**src/rtl/cache_arbiter.sv**
```systemverilog
// cache_arbiter: shares one physical-memory port between the icache and dcache
// miss paths, one whole-line transaction at a time.
// Ports: clk/rst; i_pmem_* (icache read side); d_pmem_* (dcache read/write side);
// pmem_* (memory side: registered strobes/address/wdata, rdata/resp inputs).
module cache_arbiter #(
    parameter int LINE_W = 256,
    parameter int ADDR_W = 32
) (
    input  logic              clk,
    input  logic              rst,
    input  logic              i_pmem_read,
    input  logic [ADDR_W-1:0] i_pmem_address,
    output logic [LINE_W-1:0] i_pmem_rdata,
    output logic              i_pmem_resp,
    input  logic              d_pmem_read,
    input  logic              d_pmem_write,
    input  logic [ADDR_W-1:0] d_pmem_address,
    input  logic [LINE_W-1:0] d_pmem_wdata,
    output logic [LINE_W-1:0] d_pmem_rdata,
    output logic              d_pmem_resp,
    output logic              pmem_read,
    output logic              pmem_write,
    output logic [ADDR_W-1:0] pmem_address,
    output logic [LINE_W-1:0] pmem_wdata,
    input  logic [LINE_W-1:0] pmem_rdata,
    input  logic              pmem_resp
);

    typedef enum logic [1:0] {
        IDLE,
        SERVE_I,
        SERVE_D,
        DONE
    } state_t;

    state_t state;
    logic   last_d;   // dcache held the most recent grant
    logic   i_req;
    logic   d_req;
    logic   grant_d;

    assign i_req = i_pmem_read;
    assign d_req = d_pmem_read | d_pmem_write;

    // On a tie the side that did not win last time gets the port.
    assign grant_d = d_req & (~i_req | ~last_d);

    always_ff @(posedge clk or posedge rst) begin
        if (rst) begin
            state        <= IDLE;
            last_d       <= 1'b0;
            pmem_read    <= 1'b0;
            pmem_write   <= 1'b0;
            pmem_address <= '0;
            pmem_wdata   <= '0;
        end else begin
            unique case (state)
                IDLE: begin
                    if (grant_d) begin
                        state        <= SERVE_D;
                        last_d       <= 1'b1;
                        // read+write together is resolved as a write
                        pmem_write   <= d_pmem_write;
                        pmem_read    <= ~d_pmem_write;
                        pmem_address <= d_pmem_address;
                        pmem_wdata   <= d_pmem_write ? d_pmem_wdata : '0;
                    end else if (i_req) begin
                        state        <= SERVE_I;
                        last_d       <= 1'b0;
                        pmem_read    <= 1'b1;
                        pmem_write   <= 1'b0;
                        pmem_address <= i_pmem_address;
                        pmem_wdata   <= '0;
                    end
                end
                SERVE_I, SERVE_D: begin
                    if (pmem_resp) begin
                        state        <= DONE;
                        pmem_read    <= 1'b0;
                        pmem_write   <= 1'b0;
                        pmem_address <= '0;
                        pmem_wdata   <= '0;
                    end
                end
                DONE: begin
                    // bubble so the served cache can drop its request
                    state <= IDLE;
                end
            endcase
        end
    end

    // Completion is routed only to the side currently being served.
    assign i_pmem_resp  = (state == SERVE_I) & pmem_resp;
    assign d_pmem_resp  = (state == SERVE_D) & pmem_resp;
    assign i_pmem_rdata = i_pmem_resp ? pmem_rdata : '0;
    assign d_pmem_rdata = d_pmem_resp ? pmem_rdata : '0;

    illegal_rw: assert property (
        @(posedge clk) disable iff (rst) !(d_pmem_read && d_pmem_write)
    );

endmodule

```
**config.mk**
```make
export PLATFORM = sky130hd
export DESIGN_NAME = cache_arbiter
export DESIGN_NICKNAME = d
export VERILOG_FILES = /design/src/rtl/cache_arbiter.sv
export SDC_FILE = /design/constraint.sdc
export NUM_CORES = 1
export LEC_CHECK = 0
export CAP_MARGIN = 25
export CORE_AREA = 2 2 541 543
export CTS_CLUSTER_SIZE = 28
export DETAILED_ROUTE_END_ITERATION = 7
export DIE_AREA = 0 0 543 545
export PLACE_DENSITY = 0.33
export RECOVER_POWER = 25
export SYNTH_ARGS = -nofsm -noshare
export SYNTH_HDL_FRONTEND = slang
export SYNTH_SLANG_ARGS = --single-unit
```
**constraint.sdc**
```tcl
create_clock -name clk -period 15.3 [get_ports clk]
set_input_delay 3.06 -clock clk [delete_from_list [all_inputs] [get_ports clk]]
set_output_delay 3.06 -clock clk [all_outputs]
set_load 0.02 [all_outputs]
```
==> flow_metrics.py, run 1 <==
metrics = {
    "final_layout": {
        "drive_above_1_share_pct": 3.276,
        "fin_util_pct": 11.71,
        "stdcell_count": 6564,
        "regArea_mm2": 0.007332,
        "nets": 3183,
        "fin_area_mm2": 0.03397,
        "fillers": 33040,
        "syn_to_final_growth_pct": 136.3,
        "multi_input_area_mm2": 0.006289,
    },
    "logic_synthesis": {
        "yosysWarnings": 0,
        "avgSynthCellArea_um2": 10.76,
        "yosysSeqAreaShare_pct": 51.01,
        "synth_top_cell_by_area": "dfrtp_1",
        "ys_dominant_reg_cell": "dfrtp_1",
        "synthesis.area_mm2": 0.01438,
        "synth_fp_nets": 1921,
        "synth_top_area_share_pct": 51.01,
        "synthTopCellsByArea": "dfrtp_1 51%, and3_1 22%, a22o_1 16%, clkbuf_1 3.6%, mux2i_1 2.3%",
        "synth_cells": 1336,
        "synth.distinct_cells": 27,
        "yosysMostFrequentCell": "and3_1",
        "synth-seq-cells": 293,
        "async_flop_share_pct": 100.0,
        "netlist_top_cells_count": "512 x and3_1, 293 x dfrtp_1, 256 x a22o_1, 139 x clkbuf_1, 33 x mux2i_1",
        "synth-edff-count": 0,
    },
    "sta": {
        "tns_ps": 0,
        "min_period_ps": 9181,
        "setup_violations": 0,
        "finalMaxSlewViolations": 214,
        "holdWs_ps": 480.7,
        "slew-limit-headroom_pct": -219.2,
        "setup_ws_ps": 6119,
        "min_period_over_period_pct": 60.01,
        "max_freq_mhz": 108.9,
        "clock_skew_ps": 28.02,
        "worstMarginPinSlew_ps": 4761,
        "rsz0062_at_grt": "no",
        "finalHoldViolations": 0,
    },
    "power": {
        "power_per_cell_area_mw_per_mm2": 159.5,
        "finalPower_mw": 5.417,
        "p_leak_nw": 14.48,
        "ir_drop_mv": 0.2471,
    },
    "job": {
        "maxCapViolCount": 4,
    },
    "placement": {
        "gp_congestion": 0.8938,
        "portBuffers": 1385,
        "dp_slack_ps": 6529,
        "hpwl_mm": 164.8,
        "placed_cells": 6457,
        "placed_area_mm2": 0.03257,
    },
    "route": {
        "ant_nets": 0,
        "drt_first_pass_iters": 5,
        "dr_total_vias": 17970,
        "wl_per_cell_um": 28.99,
        "drc": 0,
        "first_iter_violations": 1324,
        "vias_per_cell": 2.738,
        "totalWireLength_mm": 190.3,
    },
    "die": {
        "design.core.area_mm2": 0.2901,
        "initial_core_util_pct": 4.955,
        "die_area_mm2": 0.2959,
        "die_width_um": 543,
        "fp-row-count": 198,
        "ios": 1386,
        "die_h_um": 545,
    },
    "clock_tree": {
        "clk_pin_slew_ps": 60,
        "clkLatencyLatePin_ps": 610,
        "clk_path_buf_depth": 3,
        "cts_num_sinks": 293,
        "cts_root_buffer": "clkbuf_16",
        "postCtsSetupBuffers": 0,
        "cts_made_buffers": 39,
        "cts_resized": 0,
        "tritoncts": "yes",
        "ctsHoldBuffers": 0,
        "htreeDepth": 2,
    },
    "worst_setup_path": {
        "crit_type": "in2async",
        "r2r_slack_ps": 11720,
        "worstRegToRegCells": 7,
        "required_ps": 15900,
        "cp.arrival_ps": 9780,
        "start_kind": "input pin",
        "cp-end-kind": "async pin",
        "r2r-end": "pmem_wdata[15]",
        "r2r_start": "state[0]",
        "cp_max_fo": 92,
    },
    "run_status": {
        "status": "complete, but fails checks",
        "violations": "capacitance limit, slew limit",
    },
    "worst_hold_path": {
        "hp-class": "reg2reg",
        "hold_path_end": "pmem_address[14]",
        "worstHoldStart": "pmem_address[14]",
        "holdPathStages": 1,
    },
    "global_routing": {
        "gr-total-overflow": 0,
        "first_global_vias": 17350,
        "grt_max_degree": 264,
        "grt_usage_pct": 12.13,
        "antenna_found_initial": 196,
        "grt_pass1_wl_mm": 227.3,
    },
}
-- cells by family after synthesis --
logic type / synth area share (%)
buffers and inverters: 5.562
adders and majority gates: 0.2611
muxes: 2.455
and+or+nand+nor: 22.82
DFF: 51.01
AOI/OAI and AO/OA: 17.90
-- area by class of cell --
cell class                 instances  area share, %
antenna                           39         0.2873
clock buffer                      50          3.171
clock inverter                    18         0.6999
inverter                           5        0.05894
multi-input combinational        857          18.51
sequential                       293          21.59
tap                             3900          14.37
timing repair buffer            1402          41.32
-- cell usage in the layout, fill, tap and decap left out, types with 2 or more instances in the layout --
cell,netlist,routed
dlygate4sd3_1,0,155
o2bb2ai_1,32,32
nor2_1,5,5
clkbuf_8,0,6
and2_1,2,2
clkbuf_1,139,8
mux2i_1,33,33
clkinv_2,0,9
a22o_1,256,256
clkbuf_16,0,39
inv_1,5,4
clkinv_4,0,2
clkdlybuf4s50_1,0,1229
and3_1,512,512
dfrtp_1,293,293
ha_4,0,2
buf_4,1,10
buf_12,0,4
diode_2,0,39
bufinv_16,0,4
-- per-layer routing --
metal	share of wire, %	track usage, %	up-vias
met5	0.24	0	-
met4	3.7	3.461	66
met3	17	9.320	405
met2	42	18.38	1297
met1	36	12.99	8579
li1	-	-	7627
-- power by group --
part	internal, mW	switching [mW]	leakage [nW]	total, mW
Combinational	1.17	2.07	9.83	3.24
Sequential	1.03	0.156	4.00	1.19
Clock	0.568	0.420	0.653	0.988
-- worst max path at each step --
stage | startpoint | slack, ps | cells past startpoint | endpoint
floorplan | rst | 4150 | 1 | last_d
global placement | pmem_resp | 6560 | 4 | i_pmem_rdata[118]
detailed placement | pmem_resp | 6530 | 4 | d_pmem_rdata[99]
CTS | pmem_resp | 6510 | 4 | d_pmem_rdata[99]
global route | rst | 4920 | 4 | pmem_address[27]
finish | rst | 6120 | 4 | pmem_address[28]
-- state kept, by name (all words and copies together), names as in the netlist --
signal	count
last_d	1
pmem_wdata	256
pmem_address	32
pmem_read	1
state	2
pmem_write	1
-- worst max-delay path, cell delays in order --
cell and delay [ps]:
dlygate4sd3_1 540, clkinvlp_2 2630, clkbuf_1 2400, buf_4 940
Note: power is estimated with default switching activity, not from simulation.
==> run 2: changes to the inputs <==
CORE_AREA = 2 2 537 539   (was 2 2 541 543)
DIE_AREA = 0 0 539 541   (was 0 0 543 545)
PLACE_DENSITY = 0.34   (was 0.33)
clock period = 7.61 ns   (was 15.3 ns; I/O delays follow)
==> run 2 against run 1 <==
The flow still finishes with violations (capacitance limit, slew limit); setup slack lost 3700 ps; register-to-register slack worse by 7900 ps; critical path type is now in2out; sequential power grew 99%; total power increased by 110%; global-route usage increased by 1.4 points; clock power up 110%; cell count shrank 1.3%; via count grew 3.5%; hold slack better by 7.6 ps.
==> flow_metrics.py, run 2 (same netlist as run 1, synthesis figures left out) <==
metrics = {
    "power": {
        "seqPwrFrac_pct": 21.3,
        "finalPower_mw": 11.13,
        "p_switching_mw": 5.436,
        "swShare_pct": 48.82,
        "power_per_cell_area_mw_per_mm2": 326.5,
        "p_leak_nw": 14.47,
        "p_comb_share_pct": 59.9,
        "p_int_mw": 5.698,
        "pwr-share-clk_pct": 18.8,
        "ir_drop_mv": 0.4752,
    },
    "global_routing": {
        "antenna_found_initial": 249,
        "grt_pass1_wl_mm": 249.8,
        "grt_max_degree": 152,
        "grt_usage_pct": 13.55,
        "first_global_vias": 18280,
        "gr-total-overflow": 0,
    },
    "worst_setup_path": {
        "r2r-end": "pmem_wdata[16]",
        "start_kind": "input pin",
        "r2r_start": "state[0]",
        "cp-end-kind": "output pin",
        "cp_max_fo": 118,
        "r2r_slack_ps": 3850,
        "required_ps": 6090,
        "worstRegToRegCells": 6,
        "cp.arrival_ps": 3680,
        "crit_type": "in2out",
    },
    "die": {
        "fp-row-count": 197,
        "die_h_um": 541,
        "ios": 1386,
        "initial_core_util_pct": 5.019,
        "design.core.area_mm2": 0.2864,
        "die_area_mm2": 0.2916,
        "die_width_um": 539,
    },
    "route": {
        "drt_first_pass_iters": 6,
        "top_layer": "met5",
        "ant_nets": 0,
        "totalWireLength_mm": 207.4,
        "wl_met1_mm": 71.37,
        "met3_length_mm": 39.09,
        "wl_per_cell_um": 32.00,
        "drc": 0,
        "dr_total_vias": 18610,
        "first_iter_violations": 1371,
        "vias_per_cell": 2.872,
        "met2WireLength_mm": 88.45,
    },
    "clock_tree": {
        "clk_pin_slew_ps": 70,
        "htreeDepth": 2,
        "cts_made_buffers": 38,
        "postCtsSetupBuffers": 0,
        "cts_root_buffer": "clkbuf_16",
        "ctsHoldBuffers": 0,
        "clkLatencyLatePin_ps": 600,
        "cts_resized": 0,
        "tritoncts": "yes",
        "clk_path_buf_depth": 3,
        "cts_num_sinks": 293,
    },
    "sta": {
        "max_freq_mhz": 192.3,
        "rsz0062_at_grt": "no",
        "holdWs_ps": 488.3,
        "min_period_over_period_pct": 68.35,
        "slew-limit-headroom_pct": -85.53,
        "tns_ps": 0,
        "min_period_ps": 5201,
        "finalMaxSlewViolations": 152,
        "clock_skew_ps": 30.98,
        "setup_violations": 0,
        "worstMarginPinSlew_ps": 2783,
        "finalHoldViolations": 0,
    },
    "job": {
        "maxCapViolCount": 3,
    },
    "final_layout": {
        "syn_to_final_growth_pct": 137.2,
        "fin_util_pct": 11.91,
        "top_regs": "pmem_wdata (256), pmem_address (32), state (2)",
        "final_common_cell": "clkdlybuf4s50_1",
        "nets": 3191,
        "largest_reg_flops": 256,
        "stdcell_count": 6481,
        "layout_common_cells": "1268 x clkdlybuf4s50_1, 512 x and3_1, 293 x dfrtp_1",
        "top_register": "pmem_wdata",
        "drive_above_1_share_pct": 3.455,
    },
    "run_status": {
        "status": "complete, but fails checks",
        "violations": "capacitance limit, slew limit",
    },
    "worst_hold_path": {
        "hp-class": "reg2reg",
        "hold_path_end": "pmem_write",
        "holdPathStages": 1,
        "worstHoldStart": "pmem_write",
    },
    "placement": {
        "placed_cells": 6347,
        "portBuffers": 1385,
        "hpwl_mm": 180.3,
        "gp_congestion": 0.9286,
    },
}
[run 2: cell count changes in the layout (fill, tap and decap cells not counted), moves of 2 or more]
cell	change
clkdlybuf4s50_1	+39
diode_2	+27
buf_16	+3
buf_12	+6
dlygate4sd3_1	-39
bufinv_16	+2
clkinv_2	-5
[run 2: worst max-delay path, cell delays in order]
cell and delay, ps:
buf_8 260, buf_12 430, and3_1 330, clkdlybuf4s50_1 640
[run 2: final cells by class]
type / count / area [um^2]
inverters: 5 / 20.02
repair buffers: 1411 / 14240
clock buffers: 53 / 1099
clock inverters: 15 / 255.2
fillers: 32700 / 252300
diodes: 66 / 165.2
well taps: 3781 / 4731
flip-flops and latches: 293 / 7332
multi-input cells: 857 / 6259
[run 2: worst max path at each step]
stage                               start                end  depth (start not counted)
after floorplan                       rst             last_d                          1
after global placement    pmem_rdata[246]  i_pmem_rdata[246]                          3
after detailed placement    pmem_rdata[4]    i_pmem_rdata[4]                          3
after CTS                   pmem_rdata[4]    i_pmem_rdata[4]                          3
after global routing             state[1]   i_pmem_rdata[54]                          5
final                           pmem_resp   d_pmem_rdata[42]                          4
[run 2: routing by layer]
metal	GRT usage [%]	vias to the layer above
li1	-	7681
met2	20.74	1438
met5	0.2301	-
met3	11.68	481
met4	3.749	128
met1	13.59	8884
[run 2: power groups by stage]
stage / Clock, mW / Combinational [mW] / Sequential (mW)
after floorplan: 0 / 2.37 / 2.96
final: 2.09 / 6.67 / 2.37
after detailed placement: 0 / 6.90 / 2.39
after CTS: 2.20 / 6.92 / 2.39
after global placement: 0 / 6.93 / 2.40
after global routing: 2.22 / 7.15 / 2.45
[run 2: stage by stage]
| step | cell area [um^2] | setup WS [ps] |
|---|---|---|
| floorplan | 14380 | 2199 |
| global placement | 32550 | 2213 |
| detailed placement | 32640 | 2420 |
| CTS | 33990 | 2413 |
| global route | 34000 | 2338 |
| finish | 34100 | 2409 |
==> run 3: changes to the inputs <==
clock period = 4.2 ns   (was 7.61 ns; I/O delays follow)
==> run 3 against run 2 <==
The flow still finishes with violations (capacitance limit, slew limit); sequential share of layout area fell by 0.094 points; non-clock buffer count rose by 32; cell count rose by 0.26%; largest cell class unchanged.
==> flow_metrics.py, run 3 (same netlist as run 1, synthesis figures left out) <==
metrics = {
    "power": {
        "power_per_cell_area_mw_per_mm2": 591.9,
        "ir_drop_mv": 0.5084,
        "finalPower_mw": 20.27,
        "p_leak_nw": 14.33,
    },
    "worst_setup_path": {
        "cp-end-kind": "output pin",
        "crit_path_start": "state[1]",
        "critPathCapture": "i_pmem_rdata[17]",
        "worstRegToRegCells": 7,
        "r2r_slack_ps": 700,
        "crit_slowest_cell": "clkdlybuf4s50_1",
        "crit_type": "reg2out",
        "cp_max_fo": 57,
        "slowest_delay_ps": 650,
        "path_cells": "inv_1 -> ha_4 -> buf_12 -> buf_12 -> and3_1 -> clkdlybuf4s50_1",
        "required_ps": 3360,
        "r2r_start": "state[0]",
        "cp.arrival_ps": 3250,
        "r2r-end": "pmem_wdata[189]",
        "path_common_cell": "buf_12",
        "start_kind": "flip-flop",
    },
    "placement": {
        "gp_congestion": 0.9335,
        "placed_cells": 6379,
        "placed_area_mm2": 0.03296,
        "dp_slack_ps": 603.0,
        "hpwl_mm": 182.3,
        "portBuffers": 1385,
    },
    "final_layout": {
        "drive_above_1_share_pct": 5.174,
        "largest_reg_flops": 256,
        "layout_common_cells": "1344 x clkdlybuf4s50_1, 512 x and3_1, 293 x dfrtp_1",
        "nets": 3223,
        "syn_to_final_growth_pct": 138.3,
        "top_regs": "pmem_wdata (256), pmem_address (32), state (2)",
        "fin_area_mm2": 0.03425,
        "stdcell_count": 6498,
        "final_common_cell": "clkdlybuf4s50_1",
        "top_register": "pmem_wdata",
    },
    "run_status": {
        "violations": "capacitance limit, slew limit",
        "status": "complete, but fails checks",
    },
    "sta": {
        "worstMarginPinSlew_ps": 2685,
        "finalMaxSlewViolations": 195,
        "min_period_ps": 4093,
        "finalHoldViolations": 0,
        "slew-limit-headroom_pct": -79.00,
        "setup_violations": 0,
        "clock_skew_ps": 21.53,
        "rsz0062_at_grt": "no",
        "setup_ws_ps": 106.7,
        "tns_ps": 0,
        "min_period_over_period_pct": 97.46,
        "max_freq_mhz": 244.3,
    },
    "die": {
        "fp-row-count": 197,
        "design.core.area_mm2": 0.2864,
        "die_h_um": 541,
        "die_width_um": 539,
        "ios": 1386,
        "die_area_mm2": 0.2916,
        "initial_core_util_pct": 5.019,
    },
    "global_routing": {
        "gr-total-overflow": 0,
        "grt_max_degree": 129,
        "grt_pass1_wl_mm": 247.9,
        "antenna_found_initial": 248,
        "first_global_vias": 18020,
        "grt_usage_pct": 13.48,
    },
    "clock_tree": {
        "cts_made_buffers": 38,
        "cts_root_buffer": "clkbuf_16",
        "clkLatencyLatePin_ps": 600,
        "cts_resized": 0,
        "clk_pin_slew_ps": 60,
        "clk_path_buf_depth": 3,
        "cts_num_sinks": 293,
        "htreeDepth": 2,
        "tritoncts": "yes",
        "postCtsSetupBuffers": 0,
        "ctsHoldBuffers": 0,
    },
    "route": {
        "totalWireLength_mm": 206.0,
        "dr_total_vias": 18630,
        "first_iter_violations": 1477,
        "vias_per_cell": 2.867,
        "drt_first_pass_iters": 6,
        "drc": 0,
        "ant_nets": 0,
        "wl_per_cell_um": 31.70,
    },
    "worst_hold_path": {
        "hp-class": "in2async",
    },
    "job": {
        "maxCapViolCount": 3,
    },
}
-- run 3: changes by cell type in the layout (fill, tap and decap cells not counted), moves of 2 or more --
cell	before	now
dlygate4sd3_1	116	21
buf_12	10	23
clkdlybuf4s50_1	1268	1344
buf_16	3	0
clkbuf_8	7	5
diode_2	66	50
clkbuf_1	9	13
buf_4	10	50
bufinv_16	6	2
-- run 3: area by class of cell --
class | instances | area, um^2
Antenna cell | 50 | 125.1
Timing Repair Buffer | 1443 | 14540
Tap cell | 3781 | 4731
Multi-Input combinational cell | 857 | 6259
Fill cell | 32660 | 252200
Sequential cell | 293 | 7332
Clock buffer | 56 | 1090
Clock inverter | 13 | 150.1
Inverter | 5 | 20.02
-- run 3: worst min path at each step --
stage	end	start	depth (start not counted)
6_report	pmem_write	rst	2
5_1_grt	pmem_write	rst	2
4_1_cts	pmem_write	rst	2
3_5_place_dp	pmem_write	pmem_write	1
3_3_place_gp	pmem_write	pmem_write	1
2_1_floorplan	state[0]	state[0]	2
-- run 3: layer usage --
metal / wire length, um / GRT usage (%)
met4: 7790 / 3.697
met3: 36910 / 10.97
met5: 909 / 0.5261
met1: 73280 / 13.96
met2: 87110 / 20.53
-- run 3: stage by stage --
step | util (%) | hold slack (ps)
after floorplan | - | 502.8
after global placement | 11.51 | 463.7
after detailed placement | 11.51 | 466.8
after CTS | 11.94 | 433.9
after global routing | 11.93 | 417.4
final | 11.96 | 437.7
-- run 3: worst max-delay path, delay by kind of cell (launching register included) --
family	cells	cell delay [ps]
buffers and inverters	4	1270
adder cells (fa/ha/maj)	1	560
flip-flops	1	420
AND/OR/NAND/NOR	1	210
-- run 3: power by group --
group | internal (mW) | leakage [nW] | total, mW | switching [mW]
Clock | 1.94 | 0.608 | 3.42 | 1.48
Combinational | 4.72 | 9.73 | 12.5 | 7.80
Sequential | 3.75 | 4.00 | 4.33 | 0.582
